`config.mk`:
```
export PLATFORM = sky130hd
export DESIGN_NAME = config_tile_writer
export DESIGN_NICKNAME = d
export VERILOG_FILES = /design/src/rtl/config_tile_writer.sv
export SDC_FILE = /design/constraint.sdc
export NUM_CORES = 1
export LEC_CHECK = 0
export BUFFER_PORTS_ARGS = -buffer_cell sky130_fd_sc_hd__buf_4
export CAP_MARGIN = 20
export CORE_ASPECT_RATIO = 0.7
export CORE_MARGIN = 2
export CORE_UTILIZATION = 47
export DETAILED_ROUTE_END_ITERATION = 12
export PLACE_DENSITY = 0.74
export SETUP_SLACK_MARGIN = 0.02
export SLEW_MARGIN = 0
export SYNTH_ARGS = -nofsm -noshare
export SYNTH_HDL_FRONTEND = slang
export SYNTH_SLANG_ARGS = --single-unit
export TNS_END_PERCENT = 10
```
`constraint.sdc`:
```
create_clock -name clk_in -period 4.4 [get_ports clk_in]
set_input_delay 0 -clock clk_in [delete_from_list [all_inputs] [get_ports clk_in]]
set_output_delay 0 -clock clk_in [all_outputs]
set_load 0.005 [all_outputs]
```
`src/rtl/config_tile_writer.sv`:
```
// config_tile_writer: write-side engine for the tile-index screen buffer.
// Turns PUT / HRUN / RECT / CLEAR commands into one buffer write per cycle,
// with address = row*COLS + col. Row bases advance by adding COLS, so the
// write loop contains no multiplier.
//
// Handshake: a command is taken on a rising edge where cmd_valid_in and
// cmd_ready_out are both high. cmd_ready_out is high whenever the engine is
// not writing, including the done_out cycle. Command inputs are don't-care
// while cmd_ready_out is low.
module config_tile_writer #(
   parameter int COLS       = 40,
   parameter int ROWS       = 23,
   parameter int ADDR_WIDTH = 10
) (
   input  logic                  clk_in,
   input  logic                  rst_in,
   input  logic                  cmd_valid_in,
   output logic                  cmd_ready_out,
   input  logic [1:0]            cmd_in,
   input  logic [5:0]            col_in,
   input  logic [4:0]            row_in,
   input  logic [5:0]            width_in,
   input  logic [4:0]            height_in,
   input  logic [7:0]            tile_in,
   output logic [ADDR_WIDTH-1:0] buf_write_addr_out,
   output logic [7:0]            buf_write_data_out,
   output logic                  buf_write_en_out,
   output logic                  done_out,
   output logic                  err_out,
   output logic [1:0]            state_dbg_out
);

   typedef enum logic [1:0] {
      ST_IDLE   = 2'd0,
      ST_WRITE  = 2'd1,
      ST_FINISH = 2'd2
   } state_t;

   localparam logic [1:0] CMD_PUT   = 2'd0;
   localparam logic [1:0] CMD_RECT  = 2'd2;
   localparam logic [1:0] CMD_CLEAR = 2'd3;

   localparam logic [6:0]            COLS7  = 7'(COLS);
   localparam logic [5:0]            ROWS6  = 6'(ROWS);
   localparam logic [ADDR_WIDTH-1:0] COLS_A = ADDR_WIDTH'(COLS);

   // Row base r*COLS as a shift-add over the set bits of COLS (constant).
   function automatic logic [ADDR_WIDTH-1:0] row_base_of(input logic [5:0] r);
      logic [ADDR_WIDTH-1:0] acc;
      acc = '0;
      for (int i = 0; i < ADDR_WIDTH; i++) begin
         if (COLS_A[i]) acc = acc + (ADDR_WIDTH'(r) << i);
      end
      return acc;
   endfunction

   state_t                state_q, state_d;
   logic [6:0]            cur_col_q, cur_col_d;
   logic [5:0]            cur_row_q, cur_row_d;
   logic [6:0]            col_start_q, col_start_d;
   logic [6:0]            col_end_q, col_end_d;
   logic [5:0]            row_end_q, row_end_d;
   logic [ADDR_WIDTH-1:0] row_base_q, row_base_d;
   logic [ADDR_WIDTH-1:0] addr_d;
   logic [7:0]            data_d;
   logic                  en_d, done_d, err_d, ready_d;

   // Command decode: region bounds as [start, end) in columns and rows.
   logic [6:0]            c0, col_sum, col_clip, s_col, e_col;
   logic [5:0]            r0, row_sum, row_clip, s_row, e_row;
   logic                  reject, empty, col_last, row_last;
   logic [ADDR_WIDTH-1:0] base;

   assign state_dbg_out = state_q;

   // Next-state and next-output logic; every registered output is computed here.
   always_comb begin
      state_d     = state_q;
      cur_col_d   = cur_col_q;
      cur_row_d   = cur_row_q;
      col_start_d = col_start_q;
      col_end_d   = col_end_q;
      row_end_d   = row_end_q;
      row_base_d  = row_base_q;
      addr_d      = buf_write_addr_out;
      data_d      = buf_write_data_out;
      en_d        = 1'b0;
      done_d      = 1'b0;
      err_d       = 1'b0;

      c0       = {1'b0, col_in};
      r0       = {1'b0, row_in};
      col_sum  = c0 + {1'b0, width_in};
      row_sum  = r0 + {1'b0, height_in};
      col_clip = (col_sum > COLS7) ? COLS7 : col_sum;
      row_clip = (row_sum > ROWS6) ? ROWS6 : row_sum;

      if (cmd_in == CMD_CLEAR) begin
         s_col = 7'd0;
         s_row = 6'd0;
         e_col = COLS7;
         e_row = ROWS6;
      end else begin
         s_col = c0;
         s_row = r0;
         e_col = (cmd_in == CMD_PUT)  ? c0 + 7'd1 : col_clip;
         e_row = (cmd_in == CMD_RECT) ? row_clip  : r0 + 6'd1;
      end
      reject = (cmd_in != CMD_CLEAR) && ((c0 >= COLS7) || (r0 >= ROWS6));
      empty  = (e_col == s_col) || (e_row == s_row);
      base   = row_base_of(s_row);

      col_last = (cur_col_q == col_end_q - 7'd1);
      row_last = (cur_row_q == row_end_q - 6'd1);

      case (state_q)
         ST_IDLE, ST_FINISH: begin
            state_d = ST_IDLE;
            if (cmd_valid_in && cmd_ready_out) begin
               if (reject) begin
                  state_d = ST_FINISH;
                  done_d  = 1'b1;
                  err_d   = 1'b1;
               end else if (empty) begin
                  state_d = ST_FINISH;
                  done_d  = 1'b1;
               end else begin
                  state_d     = ST_WRITE;
                  en_d        = 1'b1;
                  addr_d      = base + ADDR_WIDTH'(s_col);
                  data_d      = tile_in;
                  cur_col_d   = s_col;
                  cur_row_d   = s_row;
                  col_start_d = s_col;
                  col_end_d   = e_col;
                  row_end_d   = e_row;
                  row_base_d  = base;
               end
            end
         end
         ST_WRITE: begin
            if (col_last && row_last) begin
               state_d = ST_FINISH;
               done_d  = 1'b1;
            end else if (col_last) begin
               en_d       = 1'b1;
               cur_col_d  = col_start_q;
               cur_row_d  = cur_row_q + 6'd1;
               row_base_d = row_base_q + COLS_A;
               addr_d     = row_base_q + COLS_A + ADDR_WIDTH'(col_start_q);
            end else begin
               en_d      = 1'b1;
               cur_col_d = cur_col_q + 7'd1;
               addr_d    = row_base_q + ADDR_WIDTH'(cur_col_q + 7'd1);
            end
         end
         default: state_d = ST_IDLE;
      endcase

      ready_d = (state_d != ST_WRITE);
   end

   // State and output registers; reset aborts any command in flight.
   always_ff @(posedge clk_in) begin
      if (!rst_in) begin
         state_q            <= ST_IDLE;
         cur_col_q          <= '0;
         cur_row_q          <= '0;
         col_start_q        <= '0;
         col_end_q          <= '0;
         row_end_q          <= '0;
         row_base_q         <= '0;
         buf_write_addr_out <= '0;
         buf_write_data_out <= '0;
         buf_write_en_out   <= 1'b0;
         done_out           <= 1'b0;
         err_out            <= 1'b0;
         cmd_ready_out      <= 1'b1;
      end else begin
         state_q            <= state_d;
         cur_col_q          <= cur_col_d;
         cur_row_q          <= cur_row_d;
         col_start_q        <= col_start_d;
         col_end_q          <= col_end_d;
         row_end_q          <= row_end_d;
         row_base_q         <= row_base_d;
         buf_write_addr_out <= addr_d;
         buf_write_data_out <= data_d;
         buf_write_en_out   <= en_d;
         done_out           <= done_d;
         err_out            <= err_d;
         cmd_ready_out      <= ready_d;
      end
   end

endmodule

```
==> reports/metrics.yaml, run 1 <==
synth_area_per_cell_sq_um: 7.91
synth_fa_ha_area_frac: 0.0981
nNetsFinal: 771
final_max_slew_viol_count: 0
top_usage_layer: "met2"
critPathMaxStageDelay_ps: 550
run_status: "finished clean"
avgViaCountPerCell: 5.85
hold_class: "input pin to flop"
fmax_mhz: 277
worst_slew_pin_slew_ps: 1030
synthXorXnorAreaFrac: 0.100
layout-drive-gt1-share: 0.135
yosys.area_share.simple: 0.212
antenna_left: 0
hpwlAfterDp_um: 10100
syn_area_sq_um: 5150
port_buffers: 58
die_h_um: 91.6
num_antenna_cells: 0
min_period_over_period: 0.820
clkTransAtPathRegs_ps: 50
use_met3: 0.0601
ctsResizeCount: 0
io-pin-count: 59
cts_setup_buffers: 0
cts_buffers: 9
critPathBufInv: 1
r2r_slack_ps: 1410
synth_nets: 724
grt.overflow.total: 0
final_cell_mix: "nor2_1, buf_4, dfxtp_1, nand2_1, a21oi_1"
synthFlopType: "dfxtp_1"
die_area_sq_um: 11800
grt_start_max_net_pins: 36
clk_path_buf_depth: 2
crit_family: "simple AND/OR/NAND/NOR gates"
stdcell_count: 851
worst_ep_arrival_time_ps: 3890
wl_per_cell_um: 16.3
rows: 31
crit_type: "input pin to flop"
grt_setup_unrepaired: "false"
via_count: 4975
synth-edff-count: 0
synth_compound_area_frac: 0.221
critPathSlowestCell: "or4_4"
dr.pass1.iters: 5
final_area_sq_um: 6040
dp_cells: 825
finalHoldViolCount: 0
synth_top_family_by_area: "compound AO/OA/AOI/OAI gates"
routed_wl_um: 13900
leakagePower_nw: 2.51
cts_sinks: 62
use_met2: 0.373
ir_drop_mv: 0.218
hold_buffers: 9
antenna_found_initial: 0
initial_core_util: 0.490
placed_cell_area_sq_um: 5620
async_flop_share: 0
synth.area.mux_share: 0.0682
synth-seq-cells: 62
tns_ps: 0
htreeDepth: 3
drv_cap: 0
die_w_um: 129
crit_path_start_kind: "input pin"
gp_congestion: 0.954
layout_commonest_cell: "nor2_1"
ys_types: 66
finClkSkew_ps: 4.62
post-route-min-period_ps: 3610
core_sq_um: 10500
grt_pass1_wl_um: 23400
setup_viol: 0
grt_pass1_vias: 4696
drc: 0
cts_root_buf: "clkbuf_16"
endpoint_kind: "flop"
power.density_nw_per_um2: 345
syn-instance-count: 651
use_met1: 0.348
drt_first_iter_violations: 472
cts_tree: "done"
cp_max_fo: 34
area_growth_pct: 17.2
seq_area_frac_synth: 0.241
clkLatencyLatePin_ps: 340
worstPathRequired_ps: 4680
grt.total_usage: 0.246
crit_chain: "buf_4 -> ha_1 -> fa_1 -> a21oi_1 -> o22ai_1 -> o41ai_1 -> nand4_1 -> or4b_1 -> or4_4 -> and3_2 -> mux2_1 -> nor2_1"
synth_warnings: 0
relSlewSlack: 0.311
where the power goes:
group	switching [W]	internal, W
Combinational	0.000379	0.000306
Sequential	0.0000604	0.000616
Clock	0.000255	0.000466
Total	0.000694	0.00139
metal layers:
layer | vias to the layer above | wire length (um)
met2 | 175 | 6220
li1 | 2428 | -
met5 | - | 0
met3 | 15 | 946
met4 | 0 | 138
met1 | 2357 | 6580
layout make-up:
| class | count | area, sq um |
|---|---|---|
| Fill cell | 927 | 4470 |
| Multi-Input combinational cell | 522 | 3610 |
| Sequential cell | 62 | 1240 |
| Timing Repair Buffer | 73 | 591 |
| Clock buffer | 12 | 256 |
| Tap cell | 148 | 185 |
| Inverter | 30 | 113 |
| Clock inverter | 4 | 45.0 |
logic make-up (layout without fill, tap and decap cells):
family	after synthesis	in the layout
DFF	62	62
adders and majority gates	38	38
muxes	35	35
xor gates and xnor gates	59	59
and+or+nand+nor	225	225
AOI/OAI and AO/OA	165	165
buffers and inverters	67	119
path summary, 6_finish.rpt:
| kind | cells after the start | endpoint | from |
|---|---|---|---|
| setup / recovery | 12 | col_start_q[2]$_SDFFE_PN0P_ | col_in[0] |
| hold / removal | 2 | buf_write_addr_out[6]$_SDFFE_PN0P_ | rst_in |
| setup reg to reg | 11 | cur_row_q[5]$_SDFFE_PN0P_ | col_end_q[0]$_SDFFE_PN0P_ |
| hold reg to reg | 2 | cur_row_q[5]$_SDFFE_PN0P_ | cur_row_q[5]$_SDFFE_PN0P_ |
Yosys cell counts (all sizes together) (3+ instances only):
| library cell | n | share of area |
|---|---|---|
| o211a | 3 | 0.0058 |
| inv | 30 | 0.022 |
| o21a | 3 | 0.0044 |
| a311oi | 4 | 0.0092 |
| xor2 | 18 | 0.031 |
| ha | 34 | 0.083 |
| nand3 | 19 | 0.018 |
| o2111ai | 3 | 0.0051 |
| o32ai | 7 | 0.012 |
| nand2 | 51 | 0.037 |
| a32o | 3 | 0.0058 |
| buf | 15 | 0.022 |
| fa | 4 | 0.016 |
| xnor2 | 41 | 0.070 |
| o32a | 3 | 0.0058 |
| o21ai | 31 | 0.030 |
| and3 | 9 | 0.011 |
| a211oi | 8 | 0.014 |
| dfxtp | 62 | 0.24 |
| o22ai | 9 | 0.012 |
| o31ai | 3 | 0.0044 |
| clkbuf | 22 | 0.016 |
| nand2b | 8 | 0.0097 |
| or4 | 4 | 0.0073 |
| or2 | 3 | 0.0036 |
| o211ai | 9 | 0.013 |
| a31oi | 9 | 0.011 |
| a21o | 6 | 0.0087 |
| mux2i | 34 | 0.066 |
| nor3 | 17 | 0.017 |
| nor4 | 3 | 0.0049 |
| and2 | 10 | 0.012 |
| nor3b | 4 | 0.0058 |
| nand4 | 5 | 0.0061 |
| a21oi | 47 | 0.046 |
| nor2b | 9 | 0.011 |
| nor2 | 75 | 0.055 |
| o21bai | 3 | 0.0044 |
| a2111oi | 3 | 0.0087 |
sequential cells by signal (all words and copies together) (netlist names):
name and flops:
row_end_q 6, row_base_q 7, state_dbg_out 2, col_end_q 7
done_out 1, cur_row_q 6, col_start_q 6, buf_write_addr_out 10
err_out 1, buf_write_data_out 8, buf_write_en_out 1, cmd_ready_out 1
cur_col_q 6
metrics by stage:
step | util | worst slack, ps | power [W] | hold slack [ps]
after global placement | 0.535 | 562 | 0.00133 | 235
after floorplan | - | 1180 | 0.00117 | 144
final | 0.574 | 790 | 0.00208 | 42.9
after global routing | 0.574 | 548 | 0.00220 | 56.2
after CTS | 0.572 | 828 | 0.00209 | 36.7
after detailed placement | 0.535 | 482 | 0.00135 | 246
Note: power is estimated with default switching activity, not from simulation.
==> run 2: changes to the inputs <==
--- a/config.mk
+++ b/config.mk
@@ -5,13 +5,14 @@
 export SDC_FILE = /design/constraint.sdc
 export NUM_CORES = 1
 export LEC_CHECK = 0
+export ABC_AREA = 1
 export BUFFER_PORTS_ARGS = -buffer_cell sky130_fd_sc_hd__buf_4
 export CAP_MARGIN = 20
 export CORE_ASPECT_RATIO = 0.7
 export CORE_MARGIN = 2
 export CORE_UTILIZATION = 47
 export DETAILED_ROUTE_END_ITERATION = 12
-export PLACE_DENSITY = 0.74
+export PLACE_DENSITY = 0.77
 export SETUP_SLACK_MARGIN = 0.02
 export SLEW_MARGIN = 0
 export SYNTH_ARGS = -nofsm -noshare
==> constraint.sdc (replaced) <==
create_clock -name clk_in -period 3.3 [get_ports clk_in]
set_input_delay 0 -clock clk_in [delete_from_list [all_inputs] [get_ports clk_in]]
set_output_delay 0 -clock clk_in [all_outputs]
set_load 0.005 [all_outputs]
==> run 2 against run 1 <==
Effect of this change:
- critical path depth rose by 3
- synthesized cell count rose by 27%
- highest routed layer unchanged
- final cell count rose by 22%
- setup slack got worse by 220 ps
- clock-buffer cell count rose by 2
- combinational power rose by 92%
==> reports/metrics.yaml, run 2 <==
min_period_over_period: 0.827
syn_area_sq_um: 5190
grt_pass1_wl_um: 22400
yosys.area_share.simple: 0.370
synth_top_family_by_area: "simple AND/OR/NAND/NOR gates"
layout-drive-gt1-share: 0.120
reg2reg_depth: 15
worst_ep_arrival_time_ps: 2960
cts_root_buf: "clkbuf_16"
crit_type: "flop to flop"
drv_cap: 0
finalHoldViolCount: 0
finClkSkew_ps: 4.87
die_area_sq_um: 11900
port_buffers: 58
synth.area.mux_share: 0
r2r-start: "col_end_q[0]$_SDFFE_PN0P_"
hold_ws_ps: 23.4
clk_path_buf_depth: 2
cts_tree: "done"
grt_setup_unrepaired: "false"
htreeDepth: 3
crit_path_start_kind: "flop"
relSlewSlack: 0.533
power.density_nw_per_um2: 522
async_flop_share: 0
drt_first_iter_violations: 361
routed_wl_um: 13000
dr.pass1.iters: 5
synth_nets: 901
rows: 32
initial_core_util: 0.476
crit_path_end: "buf_write_addr_out[4]$_SDFFE_PN0P_"
synth_compound_area_frac: 0.117
synth-seq-cells: 62
tns_ps: 0
synth_area_per_cell_sq_um: 6.27
fmax_mhz: 366
post-route-min-period_ps: 2730
regArea_sq_um: 1240
reg_top3: "buf_write_addr_out x10, buf_write_data_out x8"
antenna_found_initial: 0
area_growth_pct: 17.2
synth.most_common_cell: "nand2_1"
io-pin-count: 59
total_power_w: 0.00318
die_h_um: 91.9
synth_warnings: 0
nNetsFinal: 958
startpoint: "col_end_q[0]$_SDFFE_PN0P_"
grt_start_max_net_pins: 48
regMostFlops: "buf_write_addr_out"
cts_sinks: 62
final_max_slew_viol_count: 0
ys_top_cells_by_count: "nand2_1, nor2_1, inv_1"
grt.total_usage: 0.232
synth_largest_area_cell: "dfxtp_1"
clkTransAtPathRegs_ps: 50
fillerInstances: 1054
grt_pass1_vias: 4865
synth_fa_ha_area_frac: 0.0974
synth_top_area_share: 0.239
seq_area_frac_synth: 0.239
antenna_left: 0
clkLatencyLatePin_ps: 340
synthFlopType: "dfxtp_1"
die_w_um: 130
cts_setup_buffers: 0
synth-edff-count: 0
via_count: 5254
layout_commonest_cell: "nand2_1"
endpoint_kind: "flop"
run_status: "finished clean"
num_antenna_cells: 0
largest_reg_flops: 10
worstPathRequired_ps: 3530
cts_buffers: 9
avgViaCountPerCell: 5.04
final_cell_mix: "nand2_1, nor2_1, inv_1, nand3_1, a21oi_1"
setup_viol: 0
wl_per_cell_um: 12.5
r2r_slack_ps: 570
hpwlAfterDp_um: 9600
grt.overflow.total: 0
cp_max_fo: 26
worst_slew_pin_slew_ps: 700
yosys-top-cells-area: "dfxtp_1, nand2_1, nor2_1"
timing.rr.end: "buf_write_addr_out[4]$_SDFFE_PN0P_"
syn-instance-count: 828
leakagePower_nw: 3.06
hp-start: "cmd_valid_in"
ir_drop_mv: 0.332
hold_class: "input pin to flop"
core_sq_um: 10900
drc: 0
synthXorXnorAreaFrac: 0.0760
multi_input_area_sq_um: 3430
gp_congestion: 0.906
ys_types: 43
==> run 2: changes by cell type in the layout (fill, tap and decap cells not counted), moves of 25 or more <==
cell and delta:
nor2_1 +45, nand2_1 +154, xnor2_1 -25, inv_1 +62, mux2i_1 -34, nand3_1 +56
==> run 2: layer usage <==
metal | routed length, um | vias up | global-route usage
li1 | - | 2771 | -
met1 | 6600 | 2320 | 0.341
met2 | 5280 | 147 | 0.340
met3 | 916 | 16 | 0.0554
met4 | 179 | 0 | 0.0511
met5 | 0 | - | 0
==> run 2: critical path, cell delays in order (launching register included) <==
cell      delay [ps]
dfxtp_1          330
inv_1             90
ha_1             330
xor2_1           160
o21ai_0          120
nor2_1           110
nand2_1           50
nor2_1           110
nand2_2          140
nand2_1          270
o211ai_1         340
buf_12           290
nand2_1          110
nand2_1           60
nand2_1           60
nor2_1            40
==> run 2: per-stage QoR <==
stage / setup WS, ps / util / area, sq um / instances
2_1_floorplan: 1100 / - / 5190 / 828
3_3_place_gp: 480 / 0.527 / 5730 / 1019
3_5_place_dp: 378 / 0.527 / 5730 / 1019
4_1_cts: 597 / 0.559 / 6080 / 1042
5_1_grt: 294 / 0.559 / 6080 / 1042
6_report: 570 / 0.559 / 6080 / 1042
==> run 2: worst min-delay path by stage <==
| stage | to | slack [ps] | cells past startpoint |
|---|---|---|---|
| global placement | buf_write_data_out[6]$_SDFFE_PN0P_ | 220 | 3 |
| finish | err_out$_SDFF_PN0_ | 20 | 3 |
| floorplan | buf_write_data_out[0]$_SDFFE_PN0P_ | 130 | 2 |
| CTS | err_out$_SDFF_PN0_ | 7 | 3 |
| global route | err_out$_SDFF_PN0_ | 20 | 3 |
| detailed placement | buf_write_data_out[7]$_SDFFE_PN0P_ | 230 | 3 |
==> run 2: logic make-up (layout without fill, tap and decap cells) <==
| group | Yosys count | after routing |
|---|---|---|
| adders and majority gates | 38 | 38 |
| and+or+nand+nor | 445 | 445 |
| DFF | 62 | 62 |
| xor gates and xnor gates | 45 | 45 |
| buffers and inverters | 126 | 187 |
| AOI/OAI and AO/OA | 112 | 112 |
==> run 2: power breakdown <==
group	internal [W]	switching [W]
clock	0.000544	0.000327
combinational	0.000548	0.000759
sequential	0.000880	0.000120
total	0.00197	0.00121
==> run 2: area by class of cell <==
type | instances | share of cell area
Clock buffer | 14 | 0.0434
Clock inverter | 1 | 0.000823
Inverter | 99 | 0.0613
Multi-Input combinational cell | 640 | 0.564
Sequential cell | 62 | 0.204
Tap cell | 153 | 0.0315
Timing Repair Buffer | 73 | 0.0954
==> run 2: timing repair <==
| action | CTS | global route |
|---|---|---|
| gates resized for setup | 0 | 0 |
| hold buffers | 8 | 0 |
| endpoints found under the hold margin | 8 | 0 |
==> run 3: changes to the inputs <==
--- a/config.mk
+++ b/config.mk
@@ -5,7 +5,7 @@
 export SDC_FILE = /design/constraint.sdc
 export NUM_CORES = 1
 export LEC_CHECK = 0
-export ABC_AREA = 1
+export ABC_AREA = 0
 export BUFFER_PORTS_ARGS = -buffer_cell sky130_fd_sc_hd__buf_4
 export CAP_MARGIN = 20
 export CORE_ASPECT_RATIO = 0.7
==> constraint.sdc (replaced) <==
create_clock -name clk_in -period 2.2 [get_ports clk_in]
set_input_delay 0 -clock clk_in [delete_from_list [all_inputs] [get_ports clk_in]]
set_output_delay 0 -clock clk_in [all_outputs]
set_load 0.005 [all_outputs]
==> run 3 against run 2 <==
Effect of this change:
- the run now ends with negative setup slack left
- clock skew is essentially flat
- sequential cell count unchanged
- critical endpoint is now cur_row_q[5]$_SDFFE_PN0P_
- via count is 12% higher
- sequential power rose by 32%
- routed wire length increased by 34%
- clock-buffer cell count fell by 1
- hold slack improved by 14 ps
- highest routed layer unchanged
==> reports/metrics.yaml, run 3 (synthesized netlist as in run 1, its figures left out) <==
run_status: "finished, violations left"
violations: "negative setup slack"
clkTransAtPathRegs_ps: 50
crit_path_start_kind: "input pin"
grt.total_usage: 0.307
worst_slack_ps: -1000
timing.rr.end: "cur_row_q[5]$_SDFFE_PN0P_"
hpwlAfterDp_um: 12600
grt_setup_unrepaired: "true"
r2r_slack_ps: -650
worstPathRequired_ps: 2460
ir_drop_mv: 0.468
hold_class: "input pin to flop"
finClkSkew_ps: 5.16
reg_top3: "buf_write_addr_out x10, buf_write_data_out x8"
antenna_found_initial: 0
post-route-min-period_ps: 3200
crit_family: "simple AND/OR/NAND/NOR gates"
htreeDepth: 3
worst_ep_arrival_time_ps: 3460
drc: 0
hold_ws_ps: 37.8
crit_type: "input pin to flop"
power.density_nw_per_um2: 652
multi_input_area_sq_um: 3860
crit_chain: "buf_6 -> ha_4 -> fa_2 -> buf_6 -> a211oi_4 -> buf_6 -> buf_6 -> mux2i_4 -> o32ai_4 -> nor2_2 -> mux2i_4 -> or4_4 -> a31oi_4 -> buf_2 -> or4_1 -> o22ai_1"
routed_wl_um: 17400
r2r-start: "col_end_q[0]$_SDFFE_PN0P_"
whs_path_depth: 3
critPathBufInv: 5
worst_slew_pin_slew_ps: 556
startpoint: "col_in[0]"
via_count: 5865
dr.pass1.iters: 6
reg2reg_depth: 12
setup_viol: 61
drt_first_iter_violations: 555
cts_buffers: 9
wl_met2_um: 7980
grt_pass1_vias: 5919
path_depth: 16
area_growth_pct: 51.2
finalHoldViolCount: 0
critPathMaxStageDelay_ps: 510
leakagePower_nw: 3.48
wl_met1_um: 7530
avgViaCountPerCell: 5.69
regArea_sq_um: 1240
crit_path_end: "cur_row_q[5]$_SDFFE_PN0P_"
final_cell_mix: "buf_4, nor2_1, dfxtp_1, nand2_1, a21oi_1"
port_buffers: 58
layout_commonest_cell: "buf_4"
grt_pass1_wl_um: 29000
nNetsFinal: 951
cts_root_buf: "clkbuf_16"
final_max_slew_viol_count: 0
top_layer_used: "met4"
cp_max_fo: 6
fillerInstances: 759
drv_cap: 0
die_area_sq_um: 11800
num_antenna_cells: 0
initial_core_util: 0.490
gp_congestion: 0.931
rows: 31
wl_met3_um: 1510
stdcell_count: 1031
finish.utilization: 0.741
largest_reg_flops: 10
fmax_mhz: 312
grt_start_max_net_pins: 35
die_h_um: 91.6
crit_top_cell: "buf_6"
die_w_um: 129
core_sq_um: 10500
io-pin-count: 59
min_period_over_period: 1.46
clk_path_buf_depth: 2
cts_sinks: 62
relSlewSlack: 0.630
endpoint_kind: "flop"
critPathSlowestCell: "or4_1"
layout-drive-gt1-share: 0.353
clkLatencyLatePin_ps: 340
cts_tree: "done"
dp_cells: 989
wl_per_cell_um: 16.9
regMostFlops: "buf_write_addr_out"
antenna_left: 0
grt.overflow.total: 0
[run 3: cell count changes in the layout (fill, tap and decap cells not counted), sizes merged, moves of 9 or more]
cell,previous run,this run
mux2i,0,34
xnor2,16,41
xor2,29,18
a21oi,67,47
inv,96,30
and2,0,10
and3,0,10
nand2,210,51
nor2b,0,9
a31oi,0,9
nand3,78,19
buf,65,244
nor2,128,75
[run 3: how the worst min path moves through the flow]
| stage | from | to |
|---|---|---|
| after floorplan | rst_in | state_dbg_out[0]$_SDFF_PN0_ |
| after global placement | tile_in[3] | buf_write_data_out[3]$_SDFFE_PN0P_ |
| after detailed placement | tile_in[6] | buf_write_data_out[6]$_SDFFE_PN0P_ |
| after CTS | cmd_valid_in | err_out$_SDFF_PN0_ |
| after global routing | rst_in | buf_write_addr_out[6]$_SDFFE_PN0P_ |
| final | cmd_valid_in | err_out$_SDFF_PN0_ |
[run 3: area by class of cell]
type,instances,area share
Timing Repair Buffer,252,0.263
Inverter,30,0.0145
Sequential cell,62,0.159
Clock buffer,13,0.0347
Multi-Input combinational cell,523,0.496
Tap cell,148,0.0238
Clock inverter,3,0.00835
[run 3: per-stage QoR]
step	setup TNS, ps	instance area [sq um]	setup WS, ps	total power [W]
after floorplan	-44180	5220	-883	0.00236
after global placement	-69710	6980	-1240	0.00314
after detailed placement	-71150	6980	-1290	0.00320
after CTS	-46950	7670	-855	0.00497
after global routing	-56720	7790	-1090	0.00532
final	-51260	7790	-1000	0.00508
[run 3: power breakdown]
part	total, W	internal [W]	switching (W)	leakage (nW)
Clock	0.00160	0.00108	0.000521	0.166
Sequential	0.00132	0.00123	0.0000896	0.507
Combinational	0.00215	0.00113	0.00102	2.81
Total	0.00508	0.00345	0.00163	3.48
[run 3: per-layer routing]
metal | global-route usage | vias up
met4 | 0.103 | 0
met2 | 0.485 | 267
li1 | - | 2788
met3 | 0.0678 | 36
met5 | 0 | -
met1 | 0.412 | 2774
[run 3: repair_timing]
item | CTS | global route
pin swaps | 31 | 17
setup buffers | 7 | 10
hold buffers | 8 | 0
gates resized for setup | 46 | 15
endpoints found under the setup margin | 61 | 61
endpoints found under the hold margin | 8 | 0
cloned | 3 | 0
[run 3: tightest hold or removal path, stage by stage]
cell	delay, ps
buf_4	110
nand3b_1	130
nor3_1	80
